--- config.mk ---
export PLATFORM = sky130hd
export DESIGN_NAME = led_pattern_ctrl
export DESIGN_NICKNAME = d
export VERILOG_FILES = /design/src/rtl/led_pkg.sv /design/src/rtl/key_debounce.sv /design/src/rtl/led_pattern_ctrl.sv
export SDC_FILE = /design/constraint.sdc
export NUM_CORES = 1
export LEC_CHECK = 0
export BUFFER_PORTS_ARGS = -buffer_cell sky130_fd_sc_hd__buf_4
export CORE_MARGIN = 2
export CORE_UTILIZATION = 55
export CTS_BUF_LIST = sky130_fd_sc_hd__clkbuf_8
export CTS_CLUSTER_SIZE = 28
export DETAILED_ROUTE_END_ITERATION = 12
export GPL_TIMING_DRIVEN = 0
export PLACE_DENSITY = 0.72
export SETUP_SLACK_MARGIN = 0.05
export SLEW_MARGIN = 20
export SYNTH_ARGS = -nofsm -noshare
export SYNTH_HDL_FRONTEND = slang
export SYNTH_SLANG_ARGS = --single-unit
--- constraint.sdc ---
create_clock -name sys_clk -period 4.2 [get_ports sys_clk]
set_input_delay 0.84 -clock sys_clk [delete_from_list [all_inputs] [get_ports sys_clk]]
set_output_delay 0.84 -clock sys_clk [all_outputs]
set_load 0.01 [all_outputs]
--- src/rtl/led_pkg.sv ---
// Shared definitions for the 4-LED pattern sequencer.
//   LED_W    : width of the LED bank
//   mode_e   : display mode encoding (FLOW_L=0, FLOW_R=1, BLINK=2, PINGPONG=3)
//   dir_e    : pingpong travel direction
//   SEED_*   : pattern loaded when a mode is entered
//   seed_of  : seed lookup by mode
//   is_onehot: legality test for rotating/pingpong patterns
package led_pkg;

  localparam int unsigned LED_W = 4;

  typedef enum logic [1:0] {
    FLOW_L   = 2'd0,
    FLOW_R   = 2'd1,
    BLINK    = 2'd2,
    PINGPONG = 2'd3
  } mode_e;

  typedef enum logic {
    DIR_UP   = 1'b0,
    DIR_DOWN = 1'b1
  } dir_e;

  localparam logic [LED_W-1:0] SEED_FLOW_L   = 4'b0001;
  localparam logic [LED_W-1:0] SEED_FLOW_R   = 4'b1000;
  localparam logic [LED_W-1:0] SEED_BLINK    = 4'b0000;
  localparam logic [LED_W-1:0] SEED_PINGPONG = 4'b0001;

  function automatic logic [LED_W-1:0] seed_of(input mode_e m);
    logic [LED_W-1:0] s;
    case (m)
      FLOW_L:   s = SEED_FLOW_L;
      FLOW_R:   s = SEED_FLOW_R;
      BLINK:    s = SEED_BLINK;
      default:  s = SEED_PINGPONG;
    endcase
    return s;
  endfunction

  function automatic logic is_onehot(input logic [LED_W-1:0] v);
    return (v != '0) && ((v & (v - LED_W'(1))) == '0);
  endfunction

endpackage

--- src/rtl/key_debounce.sv ---
// Push-button conditioner: two-flop synchronizer, stability counter and
// accepted-level register. Emits a one-cycle press pulse on the accepted
// released->pressed (1->0) transition; release produces no pulse.
//   clk, rst_n   : clock, asynchronous active-low reset
//   key_n        : raw active-low button, asynchronous to clk
//   press        : registered one-cycle pulse per accepted press
module key_debounce #(
  parameter int unsigned DEBOUNCE_CYC = 1_000_000
) (
  input  logic clk,
  input  logic rst_n,
  input  logic key_n,
  output logic press
);

  localparam int unsigned     CW      = $clog2(DEBOUNCE_CYC);
  localparam logic [CW-1:0]   CNT_MAX = CW'(DEBOUNCE_CYC - 1);

  logic          sync1_q, sync2_q;
  logic          level_q, level_d;
  logic          press_q, press_d;
  logic [CW-1:0] cnt_q, cnt_d;

  // The counter tracks consecutive disagreeing samples; the level flips on
  // the DEBOUNCE_CYC-th one, and any agreeing sample restarts the count.
  always_comb begin
    level_d = level_q;
    cnt_d   = '0;
    press_d = 1'b0;
    if (sync2_q != level_q) begin
      if (cnt_q == CNT_MAX) begin
        level_d = sync2_q;
        press_d = ~sync2_q;
      end else begin
        cnt_d = cnt_q + CW'(1);
      end
    end
  end

  always_ff @(posedge clk or negedge rst_n) begin
    if (!rst_n) begin
      sync1_q <= 1'b1;
      sync2_q <= 1'b1;
      level_q <= 1'b1;
      cnt_q   <= '0;
      press_q <= 1'b0;
    end else begin
      sync1_q <= key_n;
      sync2_q <= sync1_q;
      level_q <= level_d;
      cnt_q   <= cnt_d;
      press_q <= press_d;
    end
  end

  assign press = press_q;

endmodule

--- src/rtl/led_pattern_ctrl.sv ---
// 4-LED pattern sequencer: step-tick divider plus a mode/pattern state
// machine (FLOW_L, FLOW_R, BLINK, PINGPONG). A debounced button press
// advances the mode; pause freezes the step counter and the LEDs.
//   sys_clk, sys_rst_n : clock, asynchronous active-low reset
//   key_n              : raw active-low mode button
//   pause              : 1 holds the step counter and LEDs
//   led                : LED drive, 1 = on
//   mode               : current display mode
//   tick               : one-cycle pulse when led shows a new step
module led_pattern_ctrl
  import led_pkg::*;
#(
  parameter int unsigned TICK_DIV     = 10_000_000,
  parameter int unsigned DEBOUNCE_CYC = 1_000_000
) (
  input  logic             sys_clk,
  input  logic             sys_rst_n,
  input  logic             key_n,
  input  logic             pause,
  output logic [LED_W-1:0] led,
  output logic [1:0]       mode,
  output logic             tick
);

  localparam int unsigned    TW      = $clog2(TICK_DIV);
  localparam logic [TW-1:0]  CNT_MAX = TW'(TICK_DIV - 1);

  logic             press;
  logic             step;
  logic [TW-1:0]    count_q, count_d;
  logic [LED_W-1:0] led_q, led_d;
  mode_e            mode_q, mode_d;
  dir_e             dir_q, dir_d;
  logic             tick_q, tick_d;

  key_debounce #(
    .DEBOUNCE_CYC (DEBOUNCE_CYC)
  ) u_key_debounce (
    .clk   (sys_clk),
    .rst_n (sys_rst_n),
    .key_n (key_n),
    .press (press)
  );

  assign step = (count_q == CNT_MAX) && !pause;

  // Press restarts the step period and overrides a coincident step.
  always_comb begin
    count_d = count_q;
    if (press)
      count_d = '0;
    else if (!pause)
      count_d = (count_q == CNT_MAX) ? '0 : count_q + TW'(1);
  end

  always_comb begin
    led_d  = led_q;
    mode_d = mode_q;
    dir_d  = dir_q;
    tick_d = 1'b0;
    if (press) begin
      mode_d = mode_e'(mode_q + 2'd1);
      led_d  = seed_of(mode_d);
      dir_d  = DIR_UP;
    end else if (step) begin
      tick_d = 1'b1;
      case (mode_q)
        FLOW_L:
          led_d = is_onehot(led_q) ? {led_q[LED_W-2:0], led_q[LED_W-1]} : SEED_FLOW_L;
        FLOW_R:
          led_d = is_onehot(led_q) ? {led_q[0], led_q[LED_W-1:1]} : SEED_FLOW_R;
        BLINK:
          // Anything other than all-off goes to all-off, so a corrupted
          // pattern rejoins the 0000/1111 cycle in one step.
          led_d = (led_q == '0) ? '1 : '0;
        default: begin
          // Bounce at either end even if the stored direction disagrees
          // with the position, so the pattern never shifts out of range.
          if (!is_onehot(led_q)) begin
            led_d = SEED_PINGPONG;
            dir_d = DIR_UP;
          end else if (dir_q == DIR_UP) begin
            if (led_q[LED_W-1]) begin
              led_d = led_q >> 1;
              dir_d = DIR_DOWN;
            end else begin
              led_d = led_q << 1;
              dir_d = led_d[LED_W-1] ? DIR_DOWN : DIR_UP;
            end
          end else begin
            if (led_q[0]) begin
              led_d = led_q << 1;
              dir_d = DIR_UP;
            end else begin
              led_d = led_q >> 1;
              dir_d = led_d[0] ? DIR_UP : DIR_DOWN;
            end
          end
        end
      endcase
    end
  end

  always_ff @(posedge sys_clk or negedge sys_rst_n) begin
    if (!sys_rst_n) begin
      count_q <= '0;
      led_q   <= SEED_FLOW_L;
      mode_q  <= FLOW_L;
      dir_q   <= DIR_UP;
      tick_q  <= 1'b0;
    end else begin
      count_q <= count_d;
      led_q   <= led_d;
      mode_q  <= mode_d;
      dir_q   <= dir_d;
      tick_q  <= tick_d;
    end
  end

  assign led  = led_q;
  assign mode = mode_q;
  assign tick = tick_q;

endmodule

==> results of run 1 <==
## cell usage after synthesis, types with 2 or more instances
library cell	instances	area, µm²
a211oi_1	2	15.01
a21oi_1	11	55.05
a22oi_1	4	30.03
a31oi_1	3	18.77
and3_1	3	18.77
and4_1	8	70.07
buf_2	3	15.01
clkbuf_1	7	26.28
dfrtp_1	52	1301
dfstp_2	4	105.1
ha_1	6	75.07
inv_1	6	22.52
mux2_2	2	22.52
nand2_1	30	112.6
nand2b_1	6	37.54
nand3_1	20	100.1
nand3b_1	3	22.52
nand4_1	13	81.33
nand4b_1	2	17.52
nand4bb_1	2	22.52
nor2_1	50	187.7
nor2b_1	4	25.02
nor3_1	4	20.02
nor4_1	5	31.28
nor4_4	2	42.54
o211ai_1	4	30.03
o21ai_0	3	15.01
o21ai_1	2	10.01
xnor2_1	12	105.1
xor2_1	29	254.0
## power breakdown
group,switching [mW],internal [mW],leakage [nW]
clock network,0.177,0.134,0.0434
registers,0.0328,0.566,0.740
logic,0.0412,0.0290,0.645
total,0.251,0.729,1.43
## area by class of cell
cell class,instances,share of cell area (%)
inverter,6,0.6798
clock inverter,2,0.4532
tap,72,2.719
buffer,11,1.360
sequential,56,42.45
timing repair buffer,10,2.266
clock buffer,6,2.492
multi-input combinational,246,47.58
## metal layers
metal | wire length [µm] | share of wire (%)
met5 | 0 | 0
met4 | 92 | 1.7
met3 | 152 | 2.8
met2 | 2555 | 46
met1 | 2720 | 49
## path summary, 6_finish.rpt
path / cells past startpoint / start / end
hold reg to reg: 0 / u_key_debounce.sync1_q$_DFF_PN1_ / u_key_debounce.sync2_q$_DFF_PN1_
setup / recovery: 7 / u_key_debounce.cnt_q[0]$_DFF_PN0_ / u_key_debounce.cnt_q[14]$_DFF_PN0_
hold / removal: 0 / u_key_debounce.sync1_q$_DFF_PN1_ / u_key_debounce.sync2_q$_DFF_PN1_
max in group asynchronous: 1 / sys_rst_n / u_key_debounce.press$_DFF_PN0_
min in group asynchronous: 1 / sys_rst_n / count_q[18]$_DFFE_PN0P_
setup reg to reg: 7 / u_key_debounce.cnt_q[0]$_DFF_PN0_ / u_key_debounce.cnt_q[14]$_DFF_PN0_
## state kept, by name, indices dropped and copies added (netlist names)
register,cells
u_key_debounce.level_q,1
count_q,24
tick,1
led,4
u_key_debounce.cnt_q,20
mode,2
dir_q,1
u_key_debounce.press,1
u_key_debounce.sync1_q,1
u_key_debounce.sync2_q,1
## cell families after synthesis
family / after synthesis / synth area share (%)
buffers and inverters: 17 / 2.215
DFF: 56 / 46.10
AOI/OAI and AO/OA: 36 / 7.670
xor gates and xnor gates: 41 / 11.77
muxes: 3 / 1.066
and+or+nand+nor: 160 / 28.71
adders and majority gates: 6 / 2.461
## metrics by stage
stage | util, % | hold slack [ns] | power (mW) | setup WS (ns) | instances
5_1_grt | 60.92 | 0.3685 | 1.029 | 1.846 | 409
3_5_place_dp | 59.12 | 0.3501 | 0.6812 | 1.809 | 401
3_3_place_gp | 59.12 | 0.3494 | 0.6789 | 1.788 | 401
4_1_cts | 60.92 | 0.3633 | 0.9930 | 2.059 | 409
6_report | 60.92 | 0.3625 | 0.9803 | 2.091 | 409
2_1_floorplan | - | 0.3452 | 0.6536 | 2.254 | 319
## critical path: cells and delay by family (launching register included)
family / cells / cell delay [ns]
DFF: 1 / 0.42
adders and majority gates: 1 / 0.23
and+or+nand+nor: 5 / 1.07
buffers and inverters: 1 / 0.28
==> results.py, run 1 <==
metrics = {
    "status": {
        "outcome": "completed",
    },
    "die": {
        "die_x_um": 78.48,
        "boundaryPins": 11,
        "rows": 27,
        "initial_utilization_pct": 56.08,
        "design.core.area_mm2": 0.005439,
        "floorplan.die_area_mm2": 0.006158,
        "die_h_um": 78.48,
    },
    "logic_synthesis": {
        "syn_area_per_cell_um2": 9.562,
        "ys_seq_elements": 56,
        "synth_warnings": 0,
        "synth_sequential_area_ratio_pct": 46.10,
        "number_of_enable_type_register_cells_in_the_synthesized_netlist": 0,
        "number_of_nets_in_the_synthesized_netlist": 329,
        "async_flop_share_pct": 100.0,
        "post_synth_inst_count": 319,
        "syn_area_mm2": 0.003050,
        "synth_cell_type_count": 47,
        "synth-main-ff-cell": "dfrtp_1",
    },
    "cells_and_area": {
        "multi_input_comb_area_mm2": 0.001577,
        "layout.cells.most_common_list": "52 x dfrtp_1, 50 x nor2_1, 30 x nand2_1",
        "finish.instance_area_mm2": 0.003313,
        "nets": 346,
        "drive_above_1_share_pct": 9.792,
        "ff_latch_area_mm2": 0.001406,
        "syn2layout_area_growth_pct": 8.614,
        "antenna_cells": 0,
        "most_common_cell_after_layout_fill_and_taps_aside": "dfrtp_1",
        "fillers": 465,
    },
    "min_path": {
        "min-delay-path-class": "reg2reg",
    },
    "critical_path": {
        "worstSetupPathType": "reg2reg",
        "crit_path_max_fanout": 10,
        "worst_path_required_ns": 4.40,
        "cpPeakStageDelay_ns": 0.42,
        "worstSetupEndpointType": "flop",
        "cp_arrival_ns": 2.31,
        "critical_path.cell_chain": "ha_1 > nand2_1 > nor2_1 > nand4_1 > nand2_1 > buf_2 > nor2_1",
        "worst-r2r-setup-slack_ns": 2.09,
        "critical_path_slowest_stage_cell": "dfrtp_1",
        "worstSetupStartpointType": "flop",
    },
    "global_routing": {
        "grtUsageMet3_pct": 3.793,
        "use_met2_pct": 32.76,
        "number_of_global_route_vias_before_repair": 2163,
        "global_route.usage.met1_pct": 27.29,
        "wire_length_of_the_first_global_routing_pass_mm": 9.929,
        "antenna_found_initial": 0,
        "largest_net_degree_at_the_start_of_global_routing": 57,
        "global_route.overflow_total": 0,
        "top_usage_layer": "met2",
        "grt_util_all_layers_pct": 20.07,
    },
    "placement": {
        "place_congestion": 0.8358,
        "io_buffers": 10,
        "dp_hpwl_mm": 3.901,
        "dpl_cell_area_mm2": 0.003216,
    },
    "clock_tree": {
        "clockRootBuffer": "clkbuf_8",
        "cts-hold-fix-buffers": 0,
        "cts_buffer_depth": 2,
        "clkLatencyLatePin_ns": 0.32,
        "clkSlewWorstSetupHoldPaths_ns": 0.09,
        "tritoncts": "done",
        "clock_sink_count": 56,
        "htree_levels": 2,
        "cts_post_setup_buffers_inserted": 0,
        "cts_inserted_buffers": 5,
        "ctsResizeCount": 0,
    },
    "detailed_routing": {
        "drt-pass1-iter-count": 4,
        "vias_per_cell": 5.604,
        "wire_per_inst_um": 13.50,
        "drc": 0,
        "ant_nets": 0,
        "drt_wl_total_mm": 5.520,
        "vias": 2292,
        "detail_route.iter0.violations": 117,
    },
    "sta": {
        "drv_slew": 0,
        "period_minus_slack_ns": 2.109,
        "setup-tns-final_ns": 0,
        "fin_crit_sh_pct": 50.22,
        "finalHoldViolations": 0,
        "rsz_0062_raised_after_global_routing": "no",
        "max_slew.worst_pin.slew_ns": 0.6883,
        "max_clock_freq_ghz": 0.4741,
        "finalClockSkew_ns": 0.01457,
        "relSlewSlack_pct": 54.12,
        "finalSetupViolCount": 0,
    },
    "power": {
        "ir_drop_mv": 0.2051,
        "powerDensity_mw_per_mm2": 295.9,
        "power_leakage_nw": 1.429,
    },
    "flow_run": {
        "max_capacitance_violation_total": 0,
    },
}
Power figures use the tool's default switching activity.
==> inputs of run 2 (changes only) <==
==> constraint.sdc (replaced) <==
create_clock -name sys_clk -period 2.1 [get_ports sys_clk]
set_input_delay 0.42 -clock sys_clk [delete_from_list [all_inputs] [get_ports sys_clk]]
set_output_delay 0.42 -clock sys_clk [all_outputs]
set_load 0.01 [all_outputs]
==> results.py, run 2 (synthesized netlist as in run 1, its figures left out) <==
metrics = {
    "critical_path": {
        "worst-r2r-setup-slack_ns": 0.18,
        "crit_family": "simple AND/OR/NAND/NOR gates",
        "worst_path_required_ns": 2.32,
        "worstSetupPathType": "reg2reg",
        "sum_of_buffers_and_inverters_on_the_critical_path": 1,
        "worstSetupEndpointType": "flop",
        "cp_arrival_ns": 2.13,
        "cpPeakStageDelay_ns": 0.42,
        "worstSetupStartpointType": "flop",
        "critical_path.cell_chain": "ha_1 > nor2b_2 > and4_1 > nand2_1 > nand2b_1 > clkbuf_4 > nor2_1",
        "crit_path_max_fanout": 10,
        "critical_path_slowest_stage_cell": "dfrtp_1",
    },
    "detailed_routing": {
        "drt_wl_total_mm": 5.645,
        "vias_per_cell": 5.575,
        "drt-pass1-iter-count": 6,
        "wire_per_inst_um": 13.64,
        "detail_route.iter0.violations": 122,
        "ant_nets": 0,
        "vias": 2308,
        "drc": 0,
    },
    "cells_and_area": {
        "nets": 351,
        "antenna_cells": 0,
        "drive_above_1_share_pct": 11.99,
        "largest_reg_flops": 24,
        "most_common_cell_after_layout_fill_and_taps_aside": "dfrtp_1",
        "top_register": "count_q",
        "finish.instance_area_mm2": 0.003366,
        "syn2layout_area_growth_pct": 10.34,
        "fillers": 456,
        "layout.cells.most_common_list": "52 x dfrtp_1, 49 x nor2_1, 29 x xor2_1, 29 x nand2_1, 20 x nand3_1",
    },
    "clock_tree": {
        "cts_buffer_depth": 2,
        "htree_levels": 2,
        "cts-hold-fix-buffers": 0,
        "clock_sink_count": 56,
        "clockRootBuffer": "clkbuf_8",
        "clkSlewWorstSetupHoldPaths_ns": 0.11,
        "cts_inserted_buffers": 5,
        "tritoncts": "done",
        "clkLatencyLatePin_ns": 0.32,
    },
    "sta": {
        "max_clock_freq_ghz": 0.5221,
        "finalHoldViolations": 0,
        "rsz_0062_raised_after_global_routing": "no",
        "finalClockSkew_ns": 0.01536,
        "fin_crit_sh_pct": 91.21,
        "period_minus_slack_ns": 1.915,
        "setup_slack_ns": 0.1846,
        "setup-tns-final_ns": 0,
        "drv_slew": 0,
        "finalSetupViolCount": 0,
        "relSlewSlack_pct": 54.21,
        "max_slew.worst_pin.slew_ns": 0.6868,
    },
    "die": {
        "boundaryPins": 11,
        "rows": 27,
        "die_x_um": 78.48,
        "floorplan.die_area_mm2": 0.006158,
        "die_h_um": 78.48,
        "design.core.area_mm2": 0.005439,
        "initial_utilization_pct": 56.08,
    },
    "power": {
        "powerDensity_mw_per_mm2": 583.3,
        "ir_drop_mv": 0.4099,
        "design_power_total_mw": 1.963,
        "power_leakage_nw": 1.455,
    },
    "min_path": {
        "min-delay-path-class": "in2async",
    },
    "placement": {
        "dpl_cell_area_mm2": 0.003216,
        "io_buffers": 10,
        "dpl_worst_slack_ns": -0.01749,
        "place_congestion": 0.8358,
        "dp_hpwl_mm": 3.901,
    },
    "global_routing": {
        "grt_util_all_layers_pct": 20.10,
        "wire_length_of_the_first_global_routing_pass_mm": 9.936,
        "antenna_found_initial": 0,
        "largest_net_degree_at_the_start_of_global_routing": 57,
        "global_route.overflow_total": 0,
        "number_of_global_route_vias_before_repair": 2162,
    },
    "status": {
        "outcome": "completed",
    },
    "flow_run": {
        "max_capacitance_violation_total": 0,
    },
}
[run 2: final timing paths]
path	depth (start not counted)	endpoint	start
worst max-delay path	7	count_q[19]$_DFFE_PN0P_	count_q[0]$_DFFE_PN0P_
worst min-delay path	1	count_q[19]$_DFFE_PN0P_	sys_rst_n
worst max register to register	7	count_q[19]$_DFFE_PN0P_	count_q[0]$_DFFE_PN0P_
worst min register to register	0	u_key_debounce.sync2_q$_DFF_PN1_	u_key_debounce.sync1_q$_DFF_PN1_
max in group asynchronous	1	u_key_debounce.press$_DFF_PN0_	sys_rst_n
min in group sys_clk	1	u_key_debounce.sync1_q$_DFF_PN1_	key_n
[run 2: layout make-up]
| type | instances | area [µm²] | area share (%) |
|---|---|---|---|
| clock buffers | 6 | 82.58 | 2.454 |
| flip-flops and latches | 56 | 1406 | 41.78 |
| multi-input cells | 246 | 1589 | 47.21 |
| well taps | 72 | 90.09 | 2.677 |
| clock inverters | 2 | 15.01 | 0.4461 |
| inverters | 6 | 22.52 | 0.6691 |
| repair buffers | 15 | 112.6 | 3.346 |
| plain buffers | 11 | 47.55 | 1.413 |
[run 2: where the power goes]
| group | switching [mW] | total (mW) | internal, mW |
|---|---|---|---|
| Clock | 0.354 | 0.622 | 0.268 |
| Sequential | 0.0656 | 1.20 | 1.13 |
| Combinational | 0.0834 | 0.143 | 0.0595 |
| Total | 0.504 | 1.96 | 1.46 |
[run 2: repair_timing]
action / CTS / global route
buffers inserted: 2 / 3
endpoints found under the setup margin: 20 / 23
resized for setup: 1 / 4
pin swaps: 1 / 2
[run 2: through the flow]
| step | utilization (%) | cells | hold slack [ns] |
|---|---|---|---|
| 2_1_floorplan | - | 319 | 0.1244 |
| 3_3_place_gp | 59.12 | 401 | 0.3494 |
| 3_5_place_dp | 59.12 | 401 | 0.3501 |
| 4_1_cts | 61.24 | 411 | 0.1592 |
| 5_1_grt | 61.88 | 414 | 0.1920 |
| 6_report | 61.88 | 414 | 0.1311 |
[run 2: per-layer routing]
layer	global-route usage [%]	part of all wire, %	vias to the layer above
li1	-	-	1162
met1	27.37	49	1107
met2	32.76	46	31
met3	3.793	2.9	8
met4	6.140	1.6	0
met5	0	0	-
